===== src/rtl/bit_serial_alu_pkg.sv =====
// Shared opcode and FSM state definitions for the bit-serial ALU.
// No logic; types and constants only.
// Imported by the top and the 1-bit slice.
package bit_serial_alu_pkg;

    typedef enum logic [2:0] {
        OP_AND   = 3'b000,
        OP_OR    = 3'b001,
        OP_NOR   = 3'b010,
        OP_XOR   = 3'b011,
        OP_ADD   = 3'b100,
        OP_SUB   = 3'b101,
        OP_NAND  = 3'b110,
        OP_PASSA = 3'b111
    } op_t;

    typedef enum logic [1:0] {
        IDLE = 2'b00,
        RUN  = 2'b01,
        DONE = 2'b10
    } state_t;

    function automatic logic is_arith(input op_t op);
        return (op == OP_ADD) || (op == OP_SUB);
    endfunction

endpackage


===== src/rtl/bit_serial_alu_slice.sv =====
// One-bit ALU slice: logic ops, full adder for ADD/SUB, pass-through of a.
// Latency: combinational.
// Backpressure: none, pure function of its inputs.
module alu_slice_1_bit
    import bit_serial_alu_pkg::*;
(
    input  logic a,
    input  logic b,
    input  logic cin,
    input  op_t  op,
    output logic out,
    output logic cout
);

    always_comb begin
        out  = 1'b0;
        cout = 1'b0;
        case (op)
            OP_AND:   out = a & b;
            OP_OR:    out = a | b;
            OP_NOR:   out = ~(a | b);
            OP_XOR:   out = a ^ b;
            // SUB arrives here with b already inverted and cin preset to 1
            OP_ADD, OP_SUB: begin
                out  = a ^ b ^ cin;
                cout = (a & b) | (a & cin) | (b & cin);
            end
            OP_NAND:  out = ~(a & b);
            OP_PASSA: out = a;
            default:  out = 1'b0;
        endcase
    end

endmodule


===== src/rtl/bit_serial_alu.sv =====
// Bit-serial ALU: one result bit per cycle through a single 1-bit slice, LSB first.
// Latency: result valid WIDTH+1 cycles after the offer cycle; issue interval WIDTH+2.
// Backpressure: result held in DONE until out_ready; in_ready only in IDLE.
module bit_serial_alu
    import bit_serial_alu_pkg::*;
#(
    parameter int WIDTH = 8
) (
    input  logic             clk,
    input  logic             rst,
    input  logic             in_valid,
    output logic             in_ready,
    input  logic [WIDTH-1:0] a,
    input  logic [WIDTH-1:0] b,
    input  logic [2:0]       op,
    output logic             out_valid,
    input  logic             out_ready,
    output logic [WIDTH-1:0] result,
    output logic             carry,
    output logic             zero,
    output logic             overflow
);

    localparam int CW = (WIDTH > 1) ? $clog2(WIDTH) : 1;

    state_t           state, state_nxt;
    logic [WIDTH-1:0] sh_a, sh_b, sh_r, r_next;
    op_t              op_q;
    logic             cy;
    logic [CW-1:0]    cnt;
    logic             last_bit;
    logic             s_b, s_out, s_cout;

    assign last_bit  = (cnt == CW'(WIDTH - 1));
    assign s_b       = (op_q == OP_SUB) ? ~sh_b[0] : sh_b[0];
    assign r_next    = {s_out, sh_r[WIDTH-1:1]};
    assign in_ready  = (state == IDLE);
    assign out_valid = (state == DONE);

    alu_slice_1_bit u_slice (
        .a    (sh_a[0]),
        .b    (s_b),
        .cin  (cy),
        .op   (op_q),
        .out  (s_out),
        .cout (s_cout)
    );

    always_comb begin
        state_nxt = state;
        case (state)
            IDLE:    if (in_valid) state_nxt = RUN;
            RUN:     if (last_bit) state_nxt = DONE;
            DONE:    if (out_ready) state_nxt = IDLE;
            default: state_nxt = IDLE;
        endcase
    end

    always_ff @(posedge clk) begin
        if (rst) begin
            state    <= IDLE;
            sh_a     <= '0;
            sh_b     <= '0;
            sh_r     <= '0;
            op_q     <= OP_AND;
            cy       <= 1'b0;
            cnt      <= '0;
            result   <= '0;
            carry    <= 1'b0;
            zero     <= 1'b0;
            overflow <= 1'b0;
        end else begin
            state <= state_nxt;
            case (state)
                IDLE: if (in_valid) begin
                    sh_a <= a;
                    sh_b <= b;
                    sh_r <= '0;
                    op_q <= op_t'(op);
                    cy   <= (op_t'(op) == OP_SUB);
                    cnt  <= '0;
                end
                RUN: begin
                    sh_a <= {1'b0, sh_a[WIDTH-1:1]};
                    sh_b <= {1'b0, sh_b[WIDTH-1:1]};
                    sh_r <= r_next;
                    cy   <= s_cout;
                    cnt  <= cnt + CW'(1);
                    // Final bit: cy still holds the carry into the MSB
                    if (last_bit) begin
                        result   <= r_next;
                        carry    <= is_arith(op_q) & s_cout;
                        overflow <= is_arith(op_q) & (cy ^ s_cout);
                        zero     <= (r_next == '0);
                    end
                end
                default: ;
            endcase
        end
    end

endmodule


===== config.mk =====
export PLATFORM = sky130hd
export DESIGN_NAME = bit_serial_alu
export DESIGN_NICKNAME = d
export VERILOG_FILES = /design/src/rtl/bit_serial_alu_pkg.sv /design/src/rtl/bit_serial_alu_slice.sv /design/src/rtl/bit_serial_alu.sv
export SDC_FILE = /design/constraint.sdc
export NUM_CORES = 1
export LEC_CHECK = 0
export ABC_AREA = 1
export CAP_MARGIN = 10
export CORE_ASPECT_RATIO = 0.8
export CORE_MARGIN = 2
export CORE_UTILIZATION = 58
export CTS_BUF_LIST = sky130_fd_sc_hd__clkbuf_4
export CTS_CLUSTER_SIZE = 28
export DETAILED_ROUTE_END_ITERATION = 8
export PLACE_DENSITY = 0.87
export SLEW_MARGIN = 20
export SYNTH_ARGS = -nofsm -noshare
export SYNTH_HDL_FRONTEND = slang
export SYNTH_HIERARCHICAL = 1
export SYNTH_SLANG_ARGS = --single-unit

===== constraint.sdc =====
create_clock -name clk -period 4.5 [get_ports clk]
set_input_delay 1.35 -clock clk [delete_from_list [all_inputs] [get_ports clk]]
set_output_delay 1.35 -clock clk [all_outputs]
set_load 0.02 [all_outputs]

---- Word level (Yosys, flattened, before mapping) ----
Index checks and enable logic that the tools add are counted.
W data, S select, Z words.
storage, ports and cells
  output and inout port bits .............. 13
  bits in latches ......................... 0
  word-level logic and storage cells ...... 67
  memories ................................ 0
  input port bits ......................... 23
  memory bits (writable) .................. 0
  ROM bits ................................ 0
  bits in registers ....................... 44
cells by class
  $lt $le $gt $ge ......................... 0
  bitwise operators ....................... 14
  $mul .................................... 0
  add/subtract/negate cells ............... 1
  div/mod/pow operators ................... 0
  shift operators ......................... 0
  equality and inequality tests ........... 14
  reductions and logical operators ........ 10
  mux-type cells .......................... 17
operators with widths
  operator               number
  $pmux W8 S2            3
  $mux W8                3
  $eq A3 B3 Y1 const B   6
  $logic_not A8 Y1       1
  $pmux W1 S7            1
  $eq A3 B2 Y1 const B   2
  $mux W2                3
  $pmux W2 S3            1
  $pmux W3 S2            1
  $reduce_and A2 Y1      3
  $and A1 B1 Y1          5
  $ne A2 B2 Y1 const B   2
  $add A3 B1 Y3 const B  1
  $eq A3 B1 Y1 const B   1
  $logic_not A3 Y1       1
  $mux W1                3
  $mux W3                1
  $not A1 Y1             3
  $or A1 B1 Y1           3
  $reduce_and A3 Y1      1
  $xor A1 B1 Y1          3
  $eq A2 B1 Y1 const B   1
  $eq A2 B2 Y1 const B   1
  $logic_not A2 Y1       1
  5 further kinds        5

---- Longest topological paths before layout ----
Gate-level depths: netlist of run 1.
  depth after elaboration ................. 8
  mapped depth ............................ 16

---- Cells and area by module ----
The synthesis of run 1 kept the hierarchy.
by module, submodules not included
  module           cells each  area each (um2)  times used
  bit_serial_alu   259         1793.0           1
  alu_slice_1_bit  24          145.1            1

---- Least setup slack after synthesis of run 1 ----
No wires, ideal clock.
  path type ............................... register to output
  start point ............................. reg state[1]
  end point ............................... out out_valid
  data arrival time ....................... 778 ps
  stages on the path, launching flop included .. 3
  data required time ...................... 3150 ps
  buffers on the path ..................... 0
  path slack .............................. 2372 ps
  path through ............................ dfxtp_1 > inv_2 > nor2_1
on the way
  word-level cells in the longest chain between the ends .. 1
ends and longest elaborated chain
  item                    RTL line              RTL
  start, declared         bit_serial_alu.sv:26  state_t state, state_nxt;
  start signal, assigned  bit_serial_alu.sv:73  state <= state_nxt;
  $eq A2 B2 Y1            bit_serial_alu.sv:38  assign out_valid = (state == DONE);
  end, declared           bit_serial_alu.sv:16  output logic out_valid,
No other way between the ends.

---- Worst setup path in the final report of run 1 ----
Same ends and word-level chain as after synthesis.

==> results of run 1 <==
==> critical path: stages (launching register included) <==
cell             delay [ps]
dfxtp_1                 440
inv_2                   100
nor2_1                  140
clkdlybuf4s50_1         630
==> state kept, by name, indices dropped and copies added (netlist names), 2 cells and up <==
signal	flops
state	2
result	8
sh_r	7
sh_b	8
op_q	3
sh_a	8
cnt	3
==> report_power, final <==
group / internal, W / leakage [nW] / total (W) / switching (W)
sequential: 0.000399 / 0.352 / 0.000413 / 0.0000147
clock: 0.000173 / 0.0514 / 0.000299 / 0.000126
combinational: 0.0000458 / 0.608 / 0.000109 / 0.0000630
total: 0.000617 / 1.01 / 0.000821 / 0.000204
==> logic make-up (layout without fill, tap and decap cells) <==
kind of cell / count (synthesis) / after routing / synth area share, %
buffers and inverters: 30 / 62 / 6.46
AO/OA/AOI/OAI: 45 / 45 / 12.2
AND/OR/NAND/NOR: 159 / 159 / 32.9
XOR/XNOR: 1 / 1 / 0.452
adder cells (fa/ha/maj): 5 / 5 / 3.62
flip-flops: 43 / 43 / 44.4
==> metrics by stage <==
| stage | hold slack (ps) | power (W) | cell area (sq um) | util [%] |
|---|---|---|---|---|
| CTS | 470 | 0.000825 | 2390 | 76.5 |
| floorplan | 428 | 0.000491 | 1940 | - |
| detailed placement | 451 | 0.000529 | 2290 | 73.1 |
| global placement | 450 | 0.000527 | 2290 | 73.1 |
| finish | 471 | 0.000821 | 2390 | 76.5 |
| global route | 485 | 0.000859 | 2390 | 76.5 |
==> placed cells by master, fill, tap and decap left out, drive strengths merged <==
cell,synthesis,final
a21oi,24,24
and3,1,1
buf,9,1
bufinv,0,2
clkbuf,3,5
clkdlybuf4s50,0,35
clkinvlp,0,1
dfxtp,43,43
fa,1,1
ha,4,4
inv,18,18
nand2,96,96
nand3,4,4
nand3b,1,1
nand4,6,6
nor2,50,50
o21ai,21,21
or2,1,1
xor2,1,1
==> cell usage after synthesis, drive strengths merged, types with 3 or more instances <==
cell,instances
clkbuf,3
buf,9
dfxtp,43
o21ai,21
nor2,50
nand2,96
ha,4
nand3,4
a21oi,24
inv,18
nand4,6
==> metal layers <==
| layer | up-vias | track usage, % |
|---|---|---|
| li1 | 952 | - |
| met1 | 798 | 32.2 |
| met2 | 45 | 37.2 |
| met3 | 4 | 6.07 |
| met4 | 0 | 6.29 |
| met5 | - | 0 |
==> path summary, 6_finish.rpt <==
path	end	depth (start not counted)
setup / recovery	out_valid	3
hold / removal	result[2]$_SDFFE_PP0P_	2
setup reg to reg	zero$_SDFFE_PP0P_	14
hold reg to reg	result[2]$_SDFFE_PP0P_	2
==> layout make-up <==
class	instances	area [sq um]
inverters	18	67.6
well taps	40	50.0
repair buffers	36	358
clock inverters	3	67.6
fillers	262	737
flip-flops and latches	43	861
multi-input cells	210	952
clock buffers	5	37.5
==> qor.txt, run 1 <==
outcome - finished, final reports clean
post-synthesis cell type count - 22
Top Ports - 36
grt total ovfl - 0
Die X-Extent - 68.6 um
gp weighted congestion - 0.801
Yosys reg bits - 43
crit start category - register
first-pass GRT wire length - 7000 um
port bufs - 35
Synth area leaders - dfxtp_1 (44%), nand2_1 (18%), nor2_1 (9.5%)
FF-to-FF setup slack - 1980 ps
cell area after synthesis - 1940 sq um
CTS Buf Count - 5
Synth top area share - 44.4%
Area growth syn-to-layout - 23.5%
top_reg_cell synth - dfxtp_1
Initial Util - 61.9%
Synth Instances - 283
unrepaired setup endpoints after global routing - false
Leak Pwr - 1.01 nW
post-synthesis sequential area ratio - 44.4%
Post-Layout Cell Count - 355
Worst setup EP type - output pin
Routed Antenna Nets - 0
critical path class - reg -> out
First-pass DRT Iterations - 5
GRT Total Usage - 23.8%
Worst-Skew Late Latency - 350 ps
Worst Skew - 7.63 ps
met3 WL - 194 um
largest net degree at the start of global routing - 28
Async SR Flop Fraction - 0%
Hold-fix buffers, CTS - 0
Synth Warn # - 6
worst-path fanout max - 3
CTS Buffer Depth - 2
Ant. Diodes - 0
layout cells sized above 1 - 6.03%
Num Clock Sinks - 43
post-CTS resize count - 0
Die Footprint - 3820 sq um
Final nets - 342
Peak Freq - 0.333 GHz
Max rail drop VDD - 270 uV
Avg Cell Area, Syn - 6.85 sq um
CP Launch Point - state[1]$_SDFFE_PP0P_
Wirelength per Cell - 11.7 um
clk root buf - clkbuf_4
Post-CTS Setup Inserts - 0
M1 WL - 2020 um
number of global-route vias before repair - 1604
Post-synth EDFFs - 0
max cap viols - 0
power density cells - 343 nW/um^2
max_slew headroom - 54.0%
RR Startpoint - op_q[2]$_SDFFE_PP0P_
post-place setup slack - 1480 ps
Top Metal Used - met4
DRT iter0 DRCs - 96
Syn Nets - 311
Final WS setup - 1490 ps
crit share post-route - 66.8%
vias per cell - 5.07
H-Tree Depth - 2
final hold viol count - 0
die height - 55.7 um
Worst-Margin Slew - 688 ps
placed cell count - 347
Setup TNS - 0 ps
hpwl dp - 2860 um
Worst Hold Class - reg -> reg
met2 WL post-DR - 1900 um
Max Slew Vio Count - 0
initial antenna violation count - 0
area leader, netlist - dfxtp_1
total number of vias - 1799
Critical Path AT - 1660 ps
# rows - 18
routed wire length - 4150 um
DRC - 0
Core Footprint - 3130 sq um
Worst EP required - 3150 ps
TritonCTS clock tree - done
min Tclk post-route - 3010 ps
launch point of the worst hold path - result[2]$_SDFFE_PP0P_
clk slew on worst S/H paths - 130 ps
final setup fails - 0
Power figures use the tool's default switching activity.
==> run 2, diff against run 1 <==
CORE_UTILIZATION = 54   (was 58)
PLACE_DENSITY = 0.82   (was 0.87)
clock period = 2.86 ns   (was 4.5 ns; I/O delays follow)
==> run 2 against run 1 <==
Sequential power rose by 57%. Hold slack got worse by 3.6 ps. Combinational power rose by 59%. Flip-flop and latch count did not move. Via count rose by 2.0%. Wire length fell by 1.1%. Total power rose by 45%. Die area rose by 6.9%. Global-route usage fell by 2.1 points. Critical path type unchanged. Critical endpoint unchanged.
==> qor.txt, run 2 (synthesized netlist as in run 1, its figures left out) <==
Initial Util - 56.6% (was 61.9%)
Num Clock Sinks - 43 (unchanged)
Hold WS - 467 ps (was 471 ps)
Critical Path AT - 1700 ps (was 1660 ps)
Die X-Extent - 71.0 um (was 68.6 um)
port bufs - 35 (unchanged)
H-Tree Depth - 2 (unchanged)
clk slew on worst S/H paths - 120 ps (was 130 ps)
Post-Layout Cell Count - 359 (was 355)
Worst-Skew Late Latency - 340 ps (was 350 ps)
Setup TNS - 0 ps (unchanged)
max cap viols - 0 (unchanged)
power density cells - 499 nW/um^2 (was 343 nW/um^2)
number of global-route vias before repair - 1611 (was 1604)
Die Footprint - 4090 sq um (was 3820 sq um)
Max rail drop VDD - 339 uV (was 270 uV)
initial antenna violation count - 0 (unchanged)
unrepaired setup endpoints after global routing - false (unchanged)
Worst Hold Class - reg -> reg (unchanged)
DP Area - 2310 sq um (was 2290 sq um)
grt total ovfl - 0 (unchanged)
Worst setup EP type - output pin (unchanged)
total number of vias - 1835 (was 1799)
Top Ports - 36 (unchanged)
critical path class - reg -> out (unchanged)
GRT Total Usage - 21.7% (was 23.8%)
post-CTS resize count - 0 (unchanged)
TritonCTS clock tree - done (unchanged)
hpwl dp - 2910 um (was 2860 um)
most frequent cells in the layout - nand2_1 (95), nor2_1 (49), dfxtp_1 (43), clkdlybuf4s50_1 (35), a21oi_1 (24) (unchanged)
Leak Pwr - 1.01 nW (about the same)
Worst-Margin Slew - 690 ps (was 688 ps)
largest net degree at the start of global routing - 27 (was 28)
final hold viol count - 0 (unchanged)
clk root buf - clkbuf_4 (unchanged)
Worst Skew - 10.6 ps (was 7.63 ps)
# rows - 19 (was 18)
Ant. Diodes - 0 (unchanged)
crit share post-route - 89.5%
min Tclk post-route - 2560 ps
die height - 57.6 um (was 55.7 um)
placed cell count - 351 (was 347)
CTS Buffer Depth - 2 (unchanged)
first-pass GRT wire length - 7020 um (was 7000 um)
Wirelength per Cell - 11.4 um (was 11.7 um)
Hold-fix buffers, CTS - 0 (unchanged)
vias per cell - 5.11 (was 5.07)
gp weighted congestion - 0.789 (was 0.801)
layout cells sized above 1 - 6.31% (was 6.03%)
biggest regs - result: 8 flops, sh_a: 8 flops, sh_b: 8 flops (unchanged)
Final nets - 344 (was 342)
Area growth syn-to-layout - 22.9% (was 23.5%)
Final Cell Area - 2380 sq um (was 2390 sq um)
Max Slew Vio Count - 0 (unchanged)
outcome - finished, final reports clean (unchanged)
crit start category - register (unchanged)
worst-path fanout max - 3 (unchanged)
Post-CTS Setup Inserts - 0 (unchanged)
CTS Buf Count - 5 (unchanged)
Core Footprint - 3420 sq um (was 3130 sq um)
most common cell after layout, fill and taps aside - nand2_1 (unchanged)
Routed Antenna Nets - 0 (unchanged)
max_slew headroom - 53.8% (was 54.0%)
DRT iter0 DRCs - 125 (was 96)
First-pass DRT Iterations - 4 (was 5)
Final Core Density - 69.6% (was 76.5%)
routed wire length - 4100 um (was 4150 um)
DRC - 0 (unchanged)
Peak Freq - 0.391 GHz
Worst EP required - 2000 ps (was 3150 ps)
final setup fails - 0 (unchanged)
-- run 2: cell types whose count changed in the layout (fill, tap and decap cells not counted), sizes merged --
| cell | change |
|---|---|
| bufinv | -1 |
| clkinv | +2 |
| buf | +2 |
| clkinvlp | -1 |
-- run 2: metal layers --
layer | track usage [%] | wire, um | vias up
li1 | - | - | 962
met1 | 29.8 | 1990 | 828
met2 | 33.0 | 1860 | 43
met3 | 6.01 | 225 | 2
met4 | 7.55 | 21 | 0
met5 | 0 | 0 | -
-- run 2: cell type report --
type,count,area (sq um)
clock buffers,5,37.5
repair buffers,38,373
multi-input cells,210,952
flip-flops and latches,43,861
fillers,301,1040
clock inverters,3,38.8
well taps,42,52.6
inverters,18,67.6
-- run 2: worst max-delay path, stage by stage (launching register included) --
cell and delay, ps:
dfxtp_1 450, inv_2 100, nor2_1 180, clkdlybuf4s50_1 640
-- run 2: stage by stage --
step                      power (W)  worst slack, ps
final                       0.00119              301
after global placement     0.000831              546
after CTS                   0.00120              309
after global routing        0.00125             83.8
after floorplan            0.000773              808
after detailed placement   0.000835              477
-- run 2: final timing paths --
check | from | end | slack (ps) | depth (start not counted)
hold reg to reg | result[7]$_SDFFE_PP0P_ | result[7]$_SDFFE_PP0P_ | 470 | 2
setup reg to reg | op_q[2]$_SDFFE_PP0P_ | zero$_SDFFE_PP0P_ | 460 | 14
hold / removal | result[7]$_SDFFE_PP0P_ | result[7]$_SDFFE_PP0P_ | 470 | 2
setup / recovery | state[1]$_SDFFE_PP0P_ | out_valid | 300 | 3
-- run 2: where the power goes --
group	leakage (nW)	switching (W)	internal, W	total (W)
Clock	0.0426	0.000184	0.000180	0.000364
Combinational	0.618	0.0000987	0.0000744	0.000173
Sequential	0.352	0.0000230	0.000627	0.000650
